`src/rtl/sd_sector_host.sv`:
```
// sd_sector_host
//   Single-sector transfer engine between a core-side 512-byte buffer and
//   the per-drive sector request interface of user_io (two drives, A/B).
//   A one-cycle req_rd/req_wr pulse latches the LBA and drive. The engine then
//   raises the drive's sd_rd/sd_wr bit until sd_ack and moves data while sd_ack
//   is high. It pulses done (plus error on timeout, unmounted drive or rejected
//   write) and then returns to idle.
//
// Parameters
//   TIMEOUT     clk_sys cycles to wait for sd_ack before aborting (24-bit)
//
// Configuration macro
//   SD_SECTOR_HOST_WRITE_EN  defined: sector writes are executed.
//                            undefined: sd_wr is tied low, sd_din is 8'h00,
//                            and an accepted write finishes immediately with error.
//
// Ports
//   clk_sys, reset            system clock, synchronous active-high reset
//   req_rd, req_wr            one-cycle request pulses (read wins on collision)
//   req_drive, req_lba        drive select (0=A, 1=B) and sector, sampled with request
//   busy, done, error         status: busy span, completion pulse, error pulse
//   buf_addr/din/we/dout      core-side buffer port (writes ignored while busy)
//   img_mounted, img_size     mount-event pulses per drive and image size
//   sd_lba, sd_rd, sd_wr      request lines to user_io
//   sd_ack, sd_buff_addr      user_io handshake and buffer address
//   sd_dout, sd_dout_strobe   sector data coming in (reads)
//   sd_din, sd_din_strobe     sector data going out (writes), 1-cycle latency
module sd_sector_host #(
  parameter logic [23:0] TIMEOUT = 24'd12_500_000
) (
  input  logic        clk_sys,
  input  logic        reset,
  input  logic        req_rd,
  input  logic        req_wr,
  input  logic        req_drive,
  input  logic [31:0] req_lba,
  output logic        busy,
  output logic        done,
  output logic        error,
  input  logic [8:0]  buf_addr,
  input  logic [7:0]  buf_din,
  input  logic        buf_we,
  output logic [7:0]  buf_dout,
  input  logic [1:0]  img_mounted,
  input  logic [31:0] img_size,
  output logic [31:0] sd_lba,
  output logic [1:0]  sd_rd,
  output logic [1:0]  sd_wr,
  input  logic        sd_ack,
  input  logic [8:0]  sd_buff_addr,
  input  logic [7:0]  sd_dout,
  input  logic        sd_dout_strobe,
  output logic [7:0]  sd_din,
  input  logic        sd_din_strobe
);

`ifdef SD_SECTOR_HOST_WRITE_EN
  localparam bit WRITE_EN = 1'b1;
`else
  localparam bit WRITE_EN = 1'b0;
`endif

  typedef enum logic [1:0] {IDLE, REQ, XFER, FIN} state_t;

  state_t      state, state_nx;
  logic [7:0]  mem [0:511];
  logic        drive;
  logic        op_wr;
  logic        err_flag;
  logic        sd_ack_d;
  logic [23:0] tmo_cnt;
  logic [1:0]  mounted;
  logic        accept, is_wr, reject, tmo_hit, ack_fall;
  logic        busy_nx, done_nx, error_nx;
  logic [1:0]  sd_wr_c;

  assign accept   = (state == IDLE) && (req_rd || req_wr);
  assign is_wr    = req_wr && !req_rd;
  assign reject   = !mounted[req_drive] || (is_wr && !WRITE_EN);
  assign tmo_hit  = (tmo_cnt == TIMEOUT - 24'd1);
  assign ack_fall = sd_ack_d && !sd_ack;

  // State register
  always_ff @(posedge clk_sys) begin
    if (reset) state <= IDLE;
    else       state <= state_nx;
  end

  // Next-state logic
  always_comb begin
    state_nx = state;
    case (state)
      IDLE: if (accept) state_nx = reject ? FIN : REQ;
      REQ: begin
        if (sd_ack)       state_nx = XFER;
        else if (tmo_hit) state_nx = FIN;
      end
      XFER: if (ack_fall) state_nx = FIN;
      FIN:  state_nx = IDLE;
      default: state_nx = IDLE;
    endcase
  end

  // Output logic: request lines are decoded straight from the state so that
  // leaving REQ (ack, timeout or reset) drops them on the same edge.
  always_comb begin
    sd_rd    = '0;
    sd_wr_c  = '0;
    busy_nx  = busy;
    done_nx  = 1'b0;
    error_nx = 1'b0;
    if (state == REQ) begin
      if (op_wr) sd_wr_c[drive] = 1'b1;
      else       sd_rd[drive]   = 1'b1;
    end
    if (accept) busy_nx = 1'b1;
    if (state == FIN) begin
      busy_nx  = 1'b0;
      done_nx  = 1'b1;
      error_nx = err_flag;
    end
  end

  always_ff @(posedge clk_sys) begin
    if (reset) begin
      busy  <= 1'b0;
      done  <= 1'b0;
      error <= 1'b0;
    end else begin
      busy  <= busy_nx;
      done  <= done_nx;
      error <= error_nx;
    end
  end

  // Request latches, timeout counter, ack edge detect, mount tracking
  always_ff @(posedge clk_sys) begin
    if (reset) begin
      sd_lba   <= '0;
      drive    <= 1'b0;
      op_wr    <= 1'b0;
      err_flag <= 1'b0;
      tmo_cnt  <= '0;
      sd_ack_d <= 1'b0;
      mounted  <= '0;
    end else begin
      sd_ack_d <= sd_ack;
      if (accept) begin
        sd_lba   <= req_lba;
        drive    <= req_drive;
        op_wr    <= is_wr;
        err_flag <= reject;
        tmo_cnt  <= '0;
      end else if (state == REQ) begin
        tmo_cnt <= tmo_cnt + 24'd1;
        if (!sd_ack && tmo_hit) err_flag <= 1'b1;
      end
      // Mount events are only recorded; an in-flight transfer is not aborted.
      for (int unsigned n = 0; n < 2; n++) begin
        if (img_mounted[n]) mounted[n] <= (img_size != '0);
      end
    end
  end

  // Buffer writes: the sd side writes only in XFER (busy=1) and the core side
  // only while busy=0, so the two write ports never collide.
  always_ff @(posedge clk_sys) begin
    if (state == XFER && !op_wr && sd_dout_strobe)
      mem[sd_buff_addr] <= sd_dout;
    else if (buf_we && !busy)
      mem[buf_addr] <= buf_din;
  end

  always_ff @(posedge clk_sys) begin
    buf_dout <= mem[buf_addr];
  end

`ifdef SD_SECTOR_HOST_WRITE_EN
  logic [7:0] sd_din_q;
  logic       unused_strobe;

  always_ff @(posedge clk_sys) begin
    sd_din_q <= mem[sd_buff_addr];
  end

  assign sd_din        = sd_din_q;
  assign sd_wr         = sd_wr_c;
  assign unused_strobe = sd_din_strobe;
`else
  logic [2:0] unused_bits;

  assign sd_din      = 8'h00;
  assign sd_wr       = 2'b00;
  assign unused_bits = {sd_din_strobe, sd_wr_c};
`endif

endmodule

```
`config.mk`:
```
export PLATFORM = sky130hd
export DESIGN_NAME = sd_sector_host
export DESIGN_NICKNAME = d
export VERILOG_FILES = /design/src/rtl/sd_sector_host.sv
export SDC_FILE = /design/constraint.sdc
export NUM_CORES = 2
export LEC_CHECK = 0
export CORE_ASPECT_RATIO = 0.6
export CORE_UTILIZATION = 60
export DETAILED_ROUTE_END_ITERATION = 6
export PLACE_DENSITY = 0.75
export SLEW_MARGIN = 15
export SYNTH_ARGS = -nofsm -noshare
export SYNTH_HDL_FRONTEND = slang
export SYNTH_SLANG_ARGS = --single-unit
```
`constraint.sdc`:
```
create_clock -name clk_sys -period 9.12 [get_ports clk_sys]
set_input_delay 1.824 -clock clk_sys [delete_from_list [all_inputs] [get_ports clk_sys]]
set_output_delay 1.824 -clock clk_sys [all_outputs]
set_load 0.01 [all_outputs]
```
# ---- After elaboration in Yosys (flattened, before gate mapping)
# Memory sizes are Yosys's and may differ from the RTL's. A register that Yosys moved wholly into a read port is not among the register bits.
# Index checks and enable logic that the tools add are counted.
dict set report totals {
  ramBits 4096
  elab_cells 74
  inputBits 109
  mem_count 1
  ff_bits 67
}
# memory depth width rd rd_clocked_by_memory_dff wr line_no
set memory_table {}
lappend memory_table {mem 512 8 1 1 1 66} ;# logic [7:0] mem [0:511];
dict set report classes {
  muxes 24
  add_sub_neg 1
  n_eq_ne 7
  bitwise_logic 1
  reduce_logical 25
  n_lt_le_gt_ge 3
}
# op count
set op_table {}
lappend op_table {{nonzero test 32 bit} 1}
lappend op_table {{adder 24 x 1 -> 24 bit, second input constant} 1}
lappend op_table {{equality test 24 bit, second input constant} 1}
lappend op_table {{2-to-1 mux 2 bit} 7}
lappend op_table {{2-to-1 mux 1 bit} 13}
lappend op_table {{2-to-1 mux 9 bit} 1}
lappend op_table {{logical AND 1 bit} 8}
lappend op_table {{2-to-1 mux 8 bit} 1}
lappend op_table {{case mux 2 bit (4 select lines)} 1}
lappend op_table {{OR reduction 8 bit} 1}
lappend op_table {{OR reduction 2 bit} 3}
lappend op_table {{logical NOT 1 bit} 5}
lappend op_table {{equality test 2 bit, second input constant} 2}
lappend op_table {{< comparator 1 x 2 -> 1 bit, second input constant} 2}
lappend op_table {{!= test 2 bit, second input constant} 2}
lappend op_table {{nonzero test 2 bit} 2}
lappend op_table {{!= test 3 bit, second input constant} 1}
lappend op_table {{AND reduction 3 bit} 1}
lappend op_table {{equality test 2 x 1 -> 1 bit, second input constant} 1}
lappend op_table {{logical NOT 2 bit} 1}
lappend op_table {{logical OR 1 bit} 2}
lappend op_table {{AND reduction 2 bit} 1}
lappend op_table {{demux 1 bit (select 1 bit)} 1}
lappend op_table {{greater-or-equal comparator 1 bit, second input constant} 1}
lappend op_table {{NOT 1 bit} 1}

# ---- Depth between registers and ports, before layout
dict set report depth {
  depth_word 7
  depth_mapped 13
  depth_no_buf 9
}

# ---- Worst setup path before layout
# No wires, ideal clock.
dict set report synth_path {
  kind {input to register}
  start {input sd_dout_strobe}
  end {memory mem[0][0], data pin}
  t_arrival_ps 6080
  path_slack_ps 2129
  n_path_buf 1
  cell_stages 4
  path_cell_list {nand3b_1 > nand2_1 > clkbuf_1 > mux2_2}
}
dict set report synth_via {
  elab_chain_len 5
}
# element line_no
set synth_lines {}
lappend synth_lines {{from (decl)} 52} ;# input logic sd_dout_strobe,
lappend synth_lines {{logical AND 1 bit} 168} ;# if (state == XFER && !op_wr && sd_dout_strobe)
lappend synth_lines {{2-to-1 mux 1 bit} 168}
lappend synth_lines {{2-to-1 mux 1 bit (not written as such)} 171} ;# mem[buf_addr] <= buf_din;
lappend synth_lines {{OR reduction 8 bit (no line)} --}
lappend synth_lines {{2-to-1 mux 8 bit (no line)} --}
lappend synth_lines {{to (decl)} 66}
# Every way passes these cells.

# ---- Worst setup path after layout
dict set report layout_path {
  start {input sd_dout_strobe}
  end {memory mem[340][0] (enable)}
}
dict set report layout_via {
  elab_chain_len 5
  elab_cells_between_ends 8
  cone_classes {mux: 6; reduce/logical: 2}
}
# element line_no
set layout_lines {}
lappend layout_lines {{logical AND 1 bit *} 168}
lappend layout_lines {{2-to-1 mux 1 bit} 168}
lappend layout_lines {{2-to-1 mux 1 bit (not written as such)} 171}
lappend layout_lines {{OR reduction 8 bit (no line)} --}
lappend layout_lines {{2-to-1 mux 9 bit (no line) / 2-to-1 mux 1 bit (equally long branches)} --}
# Mark *: on every way between the ends. The rest lies on a longest branch, timed or not.

==> out/qor.txt <==
Worst Path Max Fanout: 29
core area: 0.273 mm^2
synthesized cell area: 0.165 mm^2
cts repair resizes: 0
ANT nets after route: 0
Main synth FF type: edfxtp_1
CP dominant cell by count: nor2_1
fraction of layout cells with a size suffix above 1: 0.139
RSZ-0062 raised after global routing: false
Sw Ratio: 0.236
crit path DAT: 6480 ps
FF-to-FF End: mem[340][0]
Hold Path Class: flop to flop
Worst-Skew Late Latency: 920 ps
global-route wire length before repair: 628 mm
Reg power frac: 0.542
Max Cap Viol: 0
crit path kind: primary input to flop
syn avg cell area: 18.9 um^2
clock share of power: 0.371
# IOs: 164
clock skew: 53.8 ps
worst setup path startpoint: sd_dout_strobe
worst r2r src: state[0]
Non-Filler Instances: 12,823
setup_tns: 0 ps
initial antenna violation count: 38
pin count of the biggest net entering global routing: 173
H-tree level count: 5
Final Util: 0.662
register area share after synthesis: 0.753
Slew HR: 0.0511
FFs w/ async S/R, synth: 0
gr usage total: 0.318
hpwl dp: 265 mm
Placed Instance Area: 0.169 mm^2
routed length per instance: 34.8 um
Leakage: 58.0 nW
Netlist cell types: 90
fin. max-slew vios: 0
EDFF count, synth: 4,096
pwr dens: 225 mW/mm^2
Die Height: 409 um
maximum vdd drop: 0.273 mV
worst slew pin tran: 1410 ps
DR vias: 89,902
vias in the first global route: 85,691
crit path time final: 5960 ps
r2r setup slk: 3830 ps
Root Driver: clkbuf_16
Critical Path RT: 9640 ps
clk buf depth: 4
Setup crit end: mem[340][0]
Final Hold Vio Count: 0
Setup-failing EPs final: 0
Post-Route WL: 446 mm
Yosys warnings: 0
Post-CTS Setup Bufs: 0
cells after synthesis: 8,735
Layout Area Growth over Synthesis: 9.25%
via/cell ratio: 7.01
Post-CTS Hold Fix Bufs: 0
post-route cell area: 0.181 mm^2
placed cell count: 12,165
CTS tree: yes
Die Area: 0.278 mm^2
Sink Count: 4,171
I/O Buffers: 152
period utilization: 0.653
Initial Util: 0.606
worst-path cell chain: clkdlybuf4s50_1, nand3b_1, nand2_2, nor2_1, a21oi_1, and2_1, nand2_1, nor2_1
Critical Path Sink Type: flop
total CTS buffers: 359
DRC viols: 0
worst r2r path cells: 8
Clk pin slew, worst setup/hold paths: 70 ps
Combinational Power Share: 0.087
Internal: 31.1 mW
first drt pass iteration count: 6
row cnt: 148
outcome: finished clean
Die Wd: 680 um
Yosys reg bits: 4,171
grt total ovfl: 0
worst stage delay on the critical path: 920 ps
CP Launch Type: primary input
slowest CP cell: and2_1
final net count: 8,967
P_sw: 9.58 mW
routability congestion estimate: 0.921
Max Clk Rate: 168 MHz
Starting DRT DRC Count: 15,269
Fillers: 17,227
registers in the layout, indices dropped and copies added, names as in the netlist, 2 cells and up:
register and cells:
mounted 2, buf_dout 8, mem 4096, sd_lba 32, state 2, tmo_cnt 24
critical path, delay by kind of cell:
kind            cells  cell delay [ps]
buf+inv             1              450
simple gates        6             3650
compound gates      1              470
cells by family after synthesis:
| kind of cell | after synthesis | synth area share |
|---|---|---|
| mux | 1527 | 0.137 |
| buf+inv | 591 | 0.0266 |
| fa+ha+maj | 5 | 0.000379 |
| flops | 4171 | 0.753 |
| other cells | 1 | 0.0000227 |
| xor+xnor | 21 | 0.00111 |
| simple gates | 1209 | 0.0313 |
| compound gates | 1210 | 0.0502 |
placed cells by master (no fill, tap or decap), types with 15 or more instances in the layout:
master / n
and2_1: 47
nand3_1: 74
mux4_2: 480
mux2_2: 50
dfxtp_1: 75
diode_2: 19
nor2_1: 700
a22oi_1: 21
o211ai_1: 15
o211a_1: 23
buf_4: 132
o21ai_0: 105
o21a_1: 41
nand4_1: 22
o221ai_1: 225
clkinv_1: 85
edfxtp_1: 4096
mux4_1: 78
a221oi_1: 26
a31oi_1: 126
bufinv_16: 30
mux2i_1: 911
nor3_1: 20
nand2_4: 17
buf_12: 41
a21oi_1: 220
a211oi_1: 17
clkdlybuf4s50_1: 147
nand2_1: 219
clkbuf_1: 70
clkbuf_16: 367
nor4_1: 30
o22ai_1: 270
clkinv_2: 59
a2bb2oi_1: 21
cells in the mapped netlist (23+ instances only):
cell	n	area (um^2)
a21oi_1	220	1100
a221oi_1	26	228
a31oi_1	127	795
and2_1	47	294
buf_1	39	146
buf_12	23	460
buf_2	115	576
buf_6	80	901
buf_8	59	886
clkbuf_1	204	766
clkbuf_8	30	413
dfxtp_1	75	1500
edfxtp_1	4096	123000
mux2_2	58	653
mux2i_1	911	9120
mux4_1	78	2050
mux4_2	480	10800
nand2_1	237	890
nand3_1	76	380
nor2_1	701	2630
nor4_1	30	188
o211a_1	23	230
o21a_1	41	308
o21ai_0	111	556
o221ai_1	225	1970
o22ai_1	270	1690
final cells by class:
type / instances / area [um^2] / area share
Multi-Input combinational cell: 3982 / 36700 / 0.204
Tap cell: 3675 / 4600 / 0.0255
Sequential cell: 4171 / 124000 / 0.690
Antenna cell: 19 / 47.5 / 0.000263
Inverter: 13 / 61.3 / 0.000340
Clock buffer: 439 / 9470 / 0.0525
Timing Repair Buffer: 326 / 3370 / 0.0187
Clock inverter: 198 / 1740 / 0.00963
layer usage:
metal	track usage	vias up	routed length, um
met1	0.478	46016	169000
met5	0	-	202
met4	0.101	22	15800
met2	0.425	7031	184000
li1	-	35898	-
met3	0.131	935	77000
worst min-delay path by stage:
stage / start / to / depth (start not counted)
after floorplan: err_flag / error / 1
after global placement: err_flag / error / 1
after detailed placement: sd_lba[26] / sd_lba[26] / 2
after CTS: sd_lba[12] / sd_lba[12] / 2
after global routing: sd_lba[28] / sd_lba[28] / 2
final: sd_lba[12] / sd_lba[12] / 2
power groups by stage:
stage / clock [mW] / combinational (mW) / sequential (mW)
after floorplan: 0 / 1.84 / 22.7
after global placement: 0 / 3.30 / 22.4
after detailed placement: 0 / 3.44 / 22.5
after CTS: 15.1 / 3.45 / 22.0
after global routing: 15.8 / 3.64 / 22.0
final: 15.1 / 3.53 / 22.0
through the flow:
stage / total power [mW] / setup WS, ps / hold slack [ps]
floorplan: 24.5 / 2130 / 431
global placement: 25.7 / 2590 / 441
detailed placement: 25.9 / 2470 / 450
CTS: 40.5 / 3400 / 461
global route: 41.5 / 3010 / 476
finish: 40.6 / 3160 / 458
Note: power is estimated with default switching activity, not from simulation.
